==> src/rtl/pipe_pkg.sv <==
`default_nettype none
// ============================================================================
// Module   : pipe_pkg
// Brief    : Shared widths, ALU operation encodings and the control bundle
//            carried by the ID/EX pipeline register.
// Revision : 1.0  initial release
// ============================================================================
package pipe_pkg;

    localparam int DATA_W     = 32;
    localparam int REG_ADDR_W = 5;
    localparam int ALUOP_W    = 4;

    // ALU operation encodings
    localparam logic [ALUOP_W-1:0] ALUOP_AND = 4'h0;
    localparam logic [ALUOP_W-1:0] ALUOP_OR  = 4'h1;
    localparam logic [ALUOP_W-1:0] ALUOP_ADD = 4'h2;
    localparam logic [ALUOP_W-1:0] ALUOP_SUB = 4'h6;
    localparam logic [ALUOP_W-1:0] ALUOP_SLT = 4'h7;
    localparam logic [ALUOP_W-1:0] ALUOP_NOR = 4'hC;

    // Control bits that travel with an instruction from ID into EX
    typedef struct packed {
        logic               alusrc;
        logic               regdst;
        logic               memread;
        logic               memwrite;
        logic               regwrite;
        logic               memtoreg;
        logic [ALUOP_W-1:0] aluop;
    } ctrl_t;

    // A bubble carries no side effects: every control bit is zero
    localparam ctrl_t BUBBLE_CTRL = '0;

endpackage : pipe_pkg
`default_nettype wire

==> src/rtl/wb_bypass_sel.sv <==
`default_nettype none
// ============================================================================
// Module   : wb_bypass_sel
// Brief    : Compares the write-back destination against one register
//            specifier and substitutes the write-back data on a hit.
//            Register 0 is hard-wired to zero and is never bypassed.
// Revision : 1.0  initial release
// ============================================================================
module wb_bypass_sel #(
    parameter int DATA_W     = 32,
    parameter int REG_ADDR_W = 5
) (
    input  logic                  i_wb_regwrite,
    input  logic [REG_ADDR_W-1:0] i_wb_writereg,
    input  logic [DATA_W-1:0]     i_wb_writedata,
    input  logic [REG_ADDR_W-1:0] i_spec,
    input  logic [DATA_W-1:0]     i_data,
    output logic [DATA_W-1:0]     o_data
);

    logic w_hit;

    // A hit needs an enabled write to a non-zero register matching the specifier
    assign w_hit  = i_wb_regwrite && (i_wb_writereg != '0) && (i_wb_writereg == i_spec);
    assign o_data = w_hit ? i_wb_writedata : i_data;

endmodule : wb_bypass_sel
`default_nettype wire

==> src/rtl/id_ex_pipe_reg.sv <==
`default_nettype none
// ============================================================================
// Module   : id_ex_pipe_reg
// Brief    : ID/EX pipeline register with stall (hold), flush (bubble) and a
//            write-back bypass applied both when loading and while holding.
//            Optional macro ID_EX_PERF_CNT_EN adds saturating stall/flush
//            event counters (StallCount, FlushCount).
// Revision : 1.0  initial release
// ============================================================================
module id_ex_pipe_reg #(
    parameter int DATA_W     = pipe_pkg::DATA_W,
    parameter int REG_ADDR_W = pipe_pkg::REG_ADDR_W,
    parameter int ALUOP_W    = pipe_pkg::ALUOP_W
`ifdef ID_EX_PERF_CNT_EN
    ,
    parameter int CNT_W      = 16
`endif
) (
    input  logic                  Clk,
    input  logic                  Reset_n,
    input  logic                  Stall,
    input  logic                  Flush,
    input  logic                  ID_Valid,
    input  logic [DATA_W-1:0]     ID_PC,
    input  logic [DATA_W-1:0]     ID_ReadData1,
    input  logic [DATA_W-1:0]     ID_ReadData2,
    input  logic [DATA_W-1:0]     ID_Imm,
    input  logic [REG_ADDR_W-1:0] ID_Rs,
    input  logic [REG_ADDR_W-1:0] ID_Rt,
    input  logic [REG_ADDR_W-1:0] ID_Rd,
    input  logic                  ID_ALUSrc,
    input  logic                  ID_RegDst,
    input  logic                  ID_MemRead,
    input  logic                  ID_MemWrite,
    input  logic                  ID_RegWrite,
    input  logic                  ID_MemToReg,
    input  logic [ALUOP_W-1:0]    ID_ALUOp,
    input  logic                  WB_RegWrite,
    input  logic [REG_ADDR_W-1:0] WB_WriteReg,
    input  logic [DATA_W-1:0]     WB_WriteData,
    output logic                  EX_Valid,
    output logic [DATA_W-1:0]     EX_PC,
    output logic [DATA_W-1:0]     EX_ReadData1,
    output logic [DATA_W-1:0]     EX_ReadData2,
    output logic [DATA_W-1:0]     EX_Imm,
    output logic [REG_ADDR_W-1:0] EX_Rs,
    output logic [REG_ADDR_W-1:0] EX_Rt,
    output logic [REG_ADDR_W-1:0] EX_Rd,
    output logic                  EX_ALUSrc,
    output logic                  EX_RegDst,
    output logic                  EX_MemRead,
    output logic                  EX_MemWrite,
    output logic                  EX_RegWrite,
    output logic                  EX_MemToReg,
    output logic [ALUOP_W-1:0]    EX_ALUOp
`ifdef ID_EX_PERF_CNT_EN
    ,
    output logic [CNT_W-1:0]      StallCount,
    output logic [CNT_W-1:0]      FlushCount
`endif
);

    import pipe_pkg::*;

    logic                  r_valid;
    logic [DATA_W-1:0]     r_pc;
    logic [DATA_W-1:0]     r_rd1;
    logic [DATA_W-1:0]     r_rd2;
    logic [DATA_W-1:0]     r_imm;
    logic [REG_ADDR_W-1:0] r_rs;
    logic [REG_ADDR_W-1:0] r_rt;
    logic [REG_ADDR_W-1:0] r_rd;
    ctrl_t                 r_ctrl;

    ctrl_t                 w_id_ctrl;
    logic [REG_ADDR_W-1:0] w_rs_spec;
    logic [REG_ADDR_W-1:0] w_rt_spec;
    logic [DATA_W-1:0]     w_rd1_src;
    logic [DATA_W-1:0]     w_rd2_src;
    logic [DATA_W-1:0]     w_rd1_byp;
    logic [DATA_W-1:0]     w_rd2_byp;

    assign w_id_ctrl = '{alusrc:   ID_ALUSrc,
                         regdst:   ID_RegDst,
                         memread:  ID_MemRead,
                         memwrite: ID_MemWrite,
                         regwrite: ID_RegWrite,
                         memtoreg: ID_MemToReg,
                         aluop:    ID_ALUOp};

    // While stalled the bypass watches the held specifiers/operands, otherwise
    // the incoming ID ones; this lets one comparator per operand serve both cases.
    assign w_rs_spec = Stall ? r_rs  : ID_Rs;
    assign w_rt_spec = Stall ? r_rt  : ID_Rt;
    assign w_rd1_src = Stall ? r_rd1 : ID_ReadData1;
    assign w_rd2_src = Stall ? r_rd2 : ID_ReadData2;

    wb_bypass_sel #(
        .DATA_W     (DATA_W),
        .REG_ADDR_W (REG_ADDR_W)
    ) u_byp_rs (
        .i_wb_regwrite  (WB_RegWrite),
        .i_wb_writereg  (WB_WriteReg),
        .i_wb_writedata (WB_WriteData),
        .i_spec         (w_rs_spec),
        .i_data         (w_rd1_src),
        .o_data         (w_rd1_byp)
    );

    wb_bypass_sel #(
        .DATA_W     (DATA_W),
        .REG_ADDR_W (REG_ADDR_W)
    ) u_byp_rt (
        .i_wb_regwrite  (WB_RegWrite),
        .i_wb_writereg  (WB_WriteReg),
        .i_wb_writedata (WB_WriteData),
        .i_spec         (w_rt_spec),
        .i_data         (w_rd2_src),
        .o_data         (w_rd2_byp)
    );

    // Pipeline register: flush beats stall; a stall only refreshes the operands
    always_ff @(posedge Clk or negedge Reset_n) begin
        if (!Reset_n) begin
            r_valid <= 1'b0;
            r_pc    <= '0;
            r_rd1   <= '0;
            r_rd2   <= '0;
            r_imm   <= '0;
            r_rs    <= '0;
            r_rt    <= '0;
            r_rd    <= '0;
            r_ctrl  <= BUBBLE_CTRL;
        end else if (Flush) begin
            r_valid <= 1'b0;
            r_pc    <= '0;
            r_rd1   <= '0;
            r_rd2   <= '0;
            r_imm   <= '0;
            r_rs    <= '0;
            r_rt    <= '0;
            r_rd    <= '0;
            r_ctrl  <= BUBBLE_CTRL;
        end else if (Stall) begin
            r_rd1   <= w_rd1_byp;
            r_rd2   <= w_rd2_byp;
        end else begin
            r_valid <= ID_Valid;
            r_pc    <= ID_PC;
            r_rd1   <= w_rd1_byp;
            r_rd2   <= w_rd2_byp;
            r_imm   <= ID_Imm;
            r_rs    <= ID_Rs;
            r_rt    <= ID_Rt;
            r_rd    <= ID_Rd;
            r_ctrl  <= w_id_ctrl;
        end
    end

    assign EX_Valid     = r_valid;
    assign EX_PC        = r_pc;
    assign EX_ReadData1 = r_rd1;
    assign EX_ReadData2 = r_rd2;
    assign EX_Imm       = r_imm;
    assign EX_Rs        = r_rs;
    assign EX_Rt        = r_rt;
    assign EX_Rd        = r_rd;
    assign EX_ALUSrc    = r_ctrl.alusrc;
    assign EX_RegDst    = r_ctrl.regdst;
    assign EX_MemRead   = r_ctrl.memread;
    assign EX_MemWrite  = r_ctrl.memwrite;
    assign EX_RegWrite  = r_ctrl.regwrite;
    assign EX_MemToReg  = r_ctrl.memtoreg;
    assign EX_ALUOp     = r_ctrl.aluop;

`ifdef ID_EX_PERF_CNT_EN
    logic [CNT_W-1:0] r_stall_cnt;
    logic [CNT_W-1:0] r_flush_cnt;

    // Saturating event counters; a flushed edge is never counted as a stall
    always_ff @(posedge Clk or negedge Reset_n) begin
        if (!Reset_n) begin
            r_stall_cnt <= '0;
            r_flush_cnt <= '0;
        end else begin
            if (Flush) begin
                if (r_flush_cnt != '1) begin
                    r_flush_cnt <= r_flush_cnt + 1'b1;
                end
            end else if (Stall) begin
                if (r_stall_cnt != '1) begin
                    r_stall_cnt <= r_stall_cnt + 1'b1;
                end
            end
        end
    end

    assign StallCount = r_stall_cnt;
    assign FlushCount = r_flush_cnt;
`endif

endmodule : id_ex_pipe_reg
`default_nettype wire

==> config.mk <==
export PLATFORM = sky130hd
export DESIGN_NAME = id_ex_pipe_reg
export DESIGN_NICKNAME = d
export VERILOG_FILES = /design/src/rtl/pipe_pkg.sv /design/src/rtl/wb_bypass_sel.sv /design/src/rtl/id_ex_pipe_reg.sv
export SDC_FILE = /design/constraint.sdc
export NUM_CORES = 1
export LEC_CHECK = 0
export CORE_MARGIN = 1.5
export CORE_UTILIZATION = 25
export CTS_BUF_LIST = sky130_fd_sc_hd__clkbuf_4
export CTS_CLUSTER_DIAMETER = 40
export DETAILED_ROUTE_END_ITERATION = 7
export GPL_TIMING_DRIVEN = 1
export SLEW_MARGIN = 0
export SYNTH_ARGS = -nofsm -noshare
export SYNTH_HDL_FRONTEND = slang
export SYNTH_SLANG_ARGS = --single-unit
==> constraint.sdc <==
create_clock -name Clk -period 2.2 [get_ports Clk]
set_clock_uncertainty 0.2 [all_clocks]
set_input_delay 0.22 -clock Clk [delete_from_list [all_inputs] [get_ports Clk]]
set_output_delay 0.22 -clock Clk [all_outputs]
set_load 0.02 [all_outputs]
Yosys cells after proc, flatten, opt, wreduce, memory -nomap -nowiden
Cells that the tools add are included.

cells by class
  eq/ne operators = 5
  mux-type cells = 20
  reduce and logical (&&, ||, !) cells = 4

operator list
  cell                                                   number
  two-way mux 32 bit                                     10
  two-way mux 5 bit                                      6
  two-way mux 10 bit                                     2
  == test 5 bit                                          2
  inequality test 3 x 1 -> 1 bit, second input constant  2
  nonzero test 5 bit                                     1
  logical AND 1 bit                                      3
  two-way mux 1 bit                                      2
  inequality test 2 x 1 -> 1 bit, second input constant  1

word-level totals
  bits in registers = 154
  input bits = 196
  output and inout port bits = 154
  logic and storage cells = 44

Logic depth before layout (Yosys ltp)
  depth in word-level cells = 5
  mapped depth = 9
  gate-level depth less buffers = 5

Hierarchy
Synthesis repeated with hierarchy kept, for this count alone.

second synthesis, totals
  cells, all modules = 586
  area, all modules = 8,047.7 sq um

by module, submodules not included
  module          instances  cells an instance  area an instance (sq um)  sequential area each (sq um)
  id_ex_pipe_reg  1          496                6,859.1                   3,853.7
  wb_bypass_sel   2          45                 594.3                     0.0

Least setup slack after synthesis
Ideal clock, no wire load.

  path type = register -> register
  start = register r_rs[3], in the netlist EX_Rs[3]
  end = register r_rd1[10], in the netlist EX_ReadData1[10]
  library setup time = 0.088 ns
  arrival time = 1.674 ns
  required time = 1.912 ns
  slack = 0.238 ns
  stages on the path, launching flop included = 8
  path buffers = 2
  period minus slack after synthesis = 1.962 ns
  cell sequence = dfrtp_1 -> mux2i_1 -> xor2_1 -> nand4_1 -> or2_1 -> buf_4 -> buf_6 -> a211oi_2

on the way
  word-level cells in the longest chain between the ends = 5
  elaborated cells on any way between the ends = 6
  those cells by class = 2 x eq/ne; 3 x mux; 1 x reduce/logical

ends and longest elaborated chain
  what                      RTL line               text
  start: declaration        id_ex_pipe_reg.sv:70   logic [REG_ADDR_W-1:0] r_rs;
  start signal: assignment  id_ex_pipe_reg.sv:153  r_rs <= ID_Rs;
  two-way mux 5 bit (*)     n/a
  == test 5 bit (*)         wb_bypass_sel.sv:24    assign w_hit = i_wb_regwrite && (i_wb_writereg != '0) && (i_wb_writereg == i_spec);
  logical AND 1 bit (*)     wb_bypass_sel.sv:24
  two-way mux 32 bit        wb_bypass_sel.sv:25    assign o_data = w_hit ? i_wb_writedata : i_data;
  two-way mux 32 bit        id_ex_pipe_reg.sv:134  end else if (Flush) begin
  end signal: assignment    id_ex_pipe_reg.sv:145  r_rd1 <= w_rd1_byp;
  end signal: assignment    id_ex_pipe_reg.sv:150  r_rd1 <= w_rd1_byp;
  end: declaration          id_ex_pipe_reg.sv:67   logic [DATA_W-1:0] r_rd1;

Mark *: on every way between the ends. The rest lies on a longest branch, timed or not.
A chain may end at the register's enable or synchronous reset.

Final worst setup path
  start = register r_rt[2], in the netlist EX_Rt[2]
  end = register r_rd2[24], in the netlist EX_ReadData2[24]

on the way
  word-level cells in the longest chain between the ends = 5
  elaborated cells on any way between the ends = 6
  those cells by class = 2 x eq/ne; 3 x mux; 1 x reduce/logical

ends and longest elaborated chain
  what                      RTL line               text
  start: declaration        id_ex_pipe_reg.sv:71   logic [REG_ADDR_W-1:0] r_rt;
  start signal: assignment  id_ex_pipe_reg.sv:154  r_rt <= ID_Rt;
  two-way mux 5 bit (*)     n/a
  == test 5 bit (*)         wb_bypass_sel.sv:24
  logical AND 1 bit (*)     wb_bypass_sel.sv:24
  two-way mux 32 bit        wb_bypass_sel.sv:25
  two-way mux 32 bit        id_ex_pipe_reg.sv:134
  end signal: assignment    id_ex_pipe_reg.sv:146  r_rd2 <= w_rd2_byp;
  end signal: assignment    id_ex_pipe_reg.sv:151  r_rd2 <= w_rd2_byp;
  end: declaration          id_ex_pipe_reg.sv:68   logic [DATA_W-1:0] r_rd2;

Marked as above.

==> results.toml <==
[detailed_routing]
via_count = 6268
firstDrtPassIters = 4
wl_per_cell_um = 18.71
avgViaCountPerCell = 4.490
drc = 0
drt-initial-drc-count = 308
wirelength_um = 26120
ant_nets = 0

[placed_design]
place_area_mm2 = 0.01139
pre_cts_slack_ns = -0.2692
gp_congestion = 0.7531
placed_cells = 1315
hpwl_um = 17770
portBuffers = 349

[min_path]
hp-start = "Stall"
hold_class = "in -> reg"
whs_endpoint = "EX_Rs[4]"
hold_path_depth = 4

[floorplan]
coreArea_mm2 = 0.02863
die_area_mm2 = 0.03008
start_util = 0.2537
die_h_um = 173.4
die_w_um = 173.4
io_pins = 350
num_rows = 62

[worst_setup_path]
setup.worst_path.start = "EX_Rt[2]"
r2r-end = "EX_ReadData2[24]"
path_class = "reg -> reg"
r2r_slack_ns = 0.13
end_kind = "register"
worstPathArrival_ns = 2.34
critPathRequiredTime_ns = 2.47
crit_path_start_kind = "register"
worstPathMaxFanout = 32
worstRegToRegCells = 6
r2r-start = "EX_Rt[2]"

[layout]
layout_commonest_cell = "clkdlybuf4s50_1"
design_area_mm2 = 0.01217
drive_gt1_frac = 0.1386
final_nets = 1193
final_cells = 1396
areaGrowthSynthToFinish_pct = 67.57
layout_common_cells = "clkdlybuf4s50_1 (346), dfrtp_1 (154), mux2i_1 (152)"
final_core_util = 0.4251

[yosys]
avgSynthCellArea_um2 = 12.14
ys_seq_elements = 154
synth_cell_type_count = 17
netlist_area_mm2 = 0.007262
ys_warn_count = 0
ys_seq_area_frac = 0.5307
synthesis.instances = 598
synth_nets = 794

[power]
power_frac_comb = 0.268
leakage_nw = 5.257
clockPowerShare = 0.273
power.density_mw_per_mm2 = 554.4
intPower_mw = 4.580
pwr-share-seq = 0.460
power.net_switching_mw = 2.167
peakVddDrop_mv = 0.3128
p_sw_frac = 0.3212

[sta]
setup_ws_ns = 0.1257
finalSetupViolCount = 0
min_period_ns = 2.074
hold_violations = 0
tightest_slew_ns = 0.9745
fin_crit_sh = 0.9428
drv_slew = 0
tns_ns = 0
fmaxAchievable_mhz = 482.1
max_slew_margin = 0.3504

[global_route]
grt_pass1_wl_um = 40080
track_usage = 0.1731
grt_pass1_vias = 6774
antenna_found_initial = 2
grt-ovfl-total = 0
grt_max_degree = 79

[flow_run]
maxCapViolCount = 0

[clocking]
htreeDepth = 4
cts_made_buffers = 17
cts.path.max_buffers = 2
clk_pin_slew_ns = 0.16
cts_setup_buffers = 0
insertion_delay_ns = 0.55
cts_tree = "yes"
cts-root-buf = "clkbuf_4"
clkSinkCount = 154

[outcome]
status = "completed"
## cells in the mapped netlist
cell type | count | area, um2
buf_4 | 1 | 7.510
a211oi_1 | 4 | 30.03
buf_6 | 8 | 90.09
nor2_1 | 90 | 337.8
buf_2 | 7 | 35.03
mux2i_4 | 1 | 22.52
nor3_1 | 64 | 320.3
nand4_1 | 2 | 12.51
a211oi_2 | 60 | 750.7
mux2i_1 | 153 | 1531
nand2_2 | 2 | 12.51
clkbuf_1 | 38 | 142.6
or2_1 | 2 | 12.51
xor2_1 | 10 | 87.58
or4_1 | 1 | 7.510
dfrtp_1 | 154 | 3854
o21a_1 | 1 | 7.510
## cell type report
| class | count | area [um2] |
|---|---|---|
| Sequential cell | 154 | 3854 |
| Clock inverter | 15 | 152.6 |
| Clock buffer | 17 | 127.6 |
| Fill cell | 2727 | 16460 |
| Timing Repair Buffer | 434 | 4405 |
| Multi-Input combinational cell | 390 | 3144 |
| Antenna cell | 2 | 5.005 |
| Tap cell | 384 | 480.5 |
## power by group through the flow
| stage | registers, mW | clock network (mW) | logic (mW) |
|---|---|---|---|
| final | 3.10 | 1.84 | 1.81 |
| after global routing | 3.13 | 2.03 | 1.93 |
| after CTS | 3.10 | 1.92 | 1.83 |
| after detailed placement | 3.15 | 0 | 1.75 |
| after global placement | 3.15 | 0 | 1.74 |
| after floorplan | 3.36 | 0 | 0.519 |
## per-stage QoR
stage	total power, mW	hold slack [ns]
after floorplan	3.880	-0.2756
after global placement	4.891	0.05301
after detailed placement	4.898	0.05672
after CTS	6.852	0.002214
after global routing	7.089	0.005031
final	6.746	0.05590
## repair_timing
item,4_1_cts,5_1_grt
gates resized for setup,0,4
endpoints found under the hold margin,245,3
hold buffers,44,3
setup endpoints to repair,0,48
## layer usage
layer	global-route usage	routed length, um	up-vias
met5	0	0	-
met4	0.05761	567	0
met3	0.05636	2016	28
met2	0.2871	12460	254
met1	0.2117	11080	3045
li1	-	-	2941
## cells by family (layout without fill, tap and decap cells)
group	count (synthesis)	after routing	synth area share
AOI/OAI and AO/OA	65	65	0.1085
muxes	154	154	0.2140
and+or+nand+nor	161	161	0.09683
buffers and inverters	54	466	0.03791
xor gates and xnor gates	10	10	0.01206
DFF	154	154	0.5307
other	0	2	0
## flip-flops by register name, indices dropped and copies added, names as in the netlist
register      flops
EX_ALUSrc         1
EX_Rt             5
EX_MemRead        1
EX_RegWrite       1
EX_MemWrite       1
EX_ALUOp          4
EX_Rs             5
EX_ReadData2     32
EX_Valid          1
EX_ReadData1     32
EX_Rd             5
EX_RegDst         1
EX_PC            32
EX_MemToReg       1
EX_Imm           32
## how the worst max path moves through the flow
stage	slack, ns	to	depth (start not counted)
2_1_floorplan	0.24	EX_ReadData1[10]	7
3_3_place_gp	-0.25	EX_ReadData1[17]	7
3_5_place_dp	-0.27	EX_ReadData1[20]	7
4_1_cts	0.005	EX_ReadData2[23]	9
5_1_grt	-0.003	EX_ReadData2[24]	7
6_report	0.13	EX_ReadData2[24]	6
## worst max-delay path, cell delays in order, from the launching register on
cell and delay [ns]:
dfrtp_1 0.40, mux2i_1 0.26, xor2_1 0.24, nand4_1 0.14
or2_2 0.32, buf_12 0.19, a211oi_2 0.21
(Power assumes the default switching activity.)
==> edit (same settings) <==
`REG_ADDR_W` is set to 5 in 2 places; all go to 6.
--- a/src/rtl/pipe_pkg.sv
+++ b/src/rtl/pipe_pkg.sv
@@ -10,3 +10,3 @@
     localparam int DATA_W     = 32;
-    localparam int REG_ADDR_W = 5;
+    localparam int REG_ADDR_W = 6;
     localparam int ALUOP_W    = 4;
--- a/src/rtl/wb_bypass_sel.sv
+++ b/src/rtl/wb_bypass_sel.sv
@@ -10,3 +10,3 @@
     parameter int DATA_W     = 32,
-    parameter int REG_ADDR_W = 5
+    parameter int REG_ADDR_W = 6
 ) (
Interface: changed (7 resized); port bits go from 350 to 357. No check against the original RTL was run, so the function may have changed too.
==> edit against the unedited design <==
- worst setup slack got worse by 91 ps
- routed wire length fell by 1.6%
- design area grew 9.7%
- non-clock buffer count rose by 86
- global-route usage fell by 0.85 points
- sequential cell count up 3
- power grew 0.65%
- area after synthesis grew 3.9%
- largest cell class unchanged
==> edit: results <==
export IMPL_grt_max_degree=67
export IMPL_swShare=0.307
export IMPL_yosys_top_cells_area="dfrtp_1 (52%), mux2i_1 (29%), or2_2 (5.3%), nor2_1 (4.6%), nand2b_1 (2.7%)"
export IMPL_wl_met1_um=11100
export IMPL_r2r_cells=5
export IMPL_run_status="complete, no violations"
export IMPL_worst_r2r_setup_slack_ps=30
export IMPL_routed_wirelength_um=25700
export IMPL_fin_nets=1324
export IMPL_use_met2=0.274
export IMPL_port_buffers=356
export IMPL_synth_common_cells="mux2i_1 (220), dfrtp_1 (157), nor2_1 (93)"
export IMPL_place_gp_congestion=0.746
export IMPL_grt_pass1_wl_um=39500
export IMPL_leakagePower_nw=6.16
export IMPL_grtUsageTotal=0.165
export IMPL_rr_startpoint="EX_Rs[2]$_DFF_PN0_"
export IMPL_clk_insertion_delay_late_ps=580
export IMPL_drive_above_1_share=0.135
export IMPL_slowest_delay_ps=580
export IMPL_synthXorXnorAreaFrac=0.0139
export IMPL_dpl_hpwl_um=17000
export IMPL_drtIter0Drc=200
export IMPL_grt_pass1_vias=6953
export IMPL_path_delay_family="buffers and inverters"
[edit: layout make-up]
cell class                      instances  area, sq um
Antenna cell                            1         2.50
Clock buffer                           17          128
Clock inverter                         15          136
Fill cell                            2752        16300
Multi-Input combinational cell        428         3360
Sequential cell                       157         3930
Tap cell                              390          488
Timing Repair Buffer                  520         5310
[edit: timing repair]
action,4_1_cts,5_1_grt
pin swaps,2,5
resized for setup,5,12
hold endpoints to repair,302,0
cloned,1,1
setup endpoints to repair,65,54
hold buffers,120,0
setup buffers,2,1
[edit: stage by stage]
stage	total power [W]	hold slack [ps]	setup WS, ps	cells	setup TNS, ps
floorplan	0.00389	-276	48.0	631	0
global placement	0.00485	25.0	-352	1370	-27920
detailed placement	0.00485	31.2	-398	1370	-29000
CTS	0.00692	5.25	4.65	1525	0
global route	0.00717	26.0	-74.3	1528	-1890
finish	0.00679	87.4	34.8	1528	0
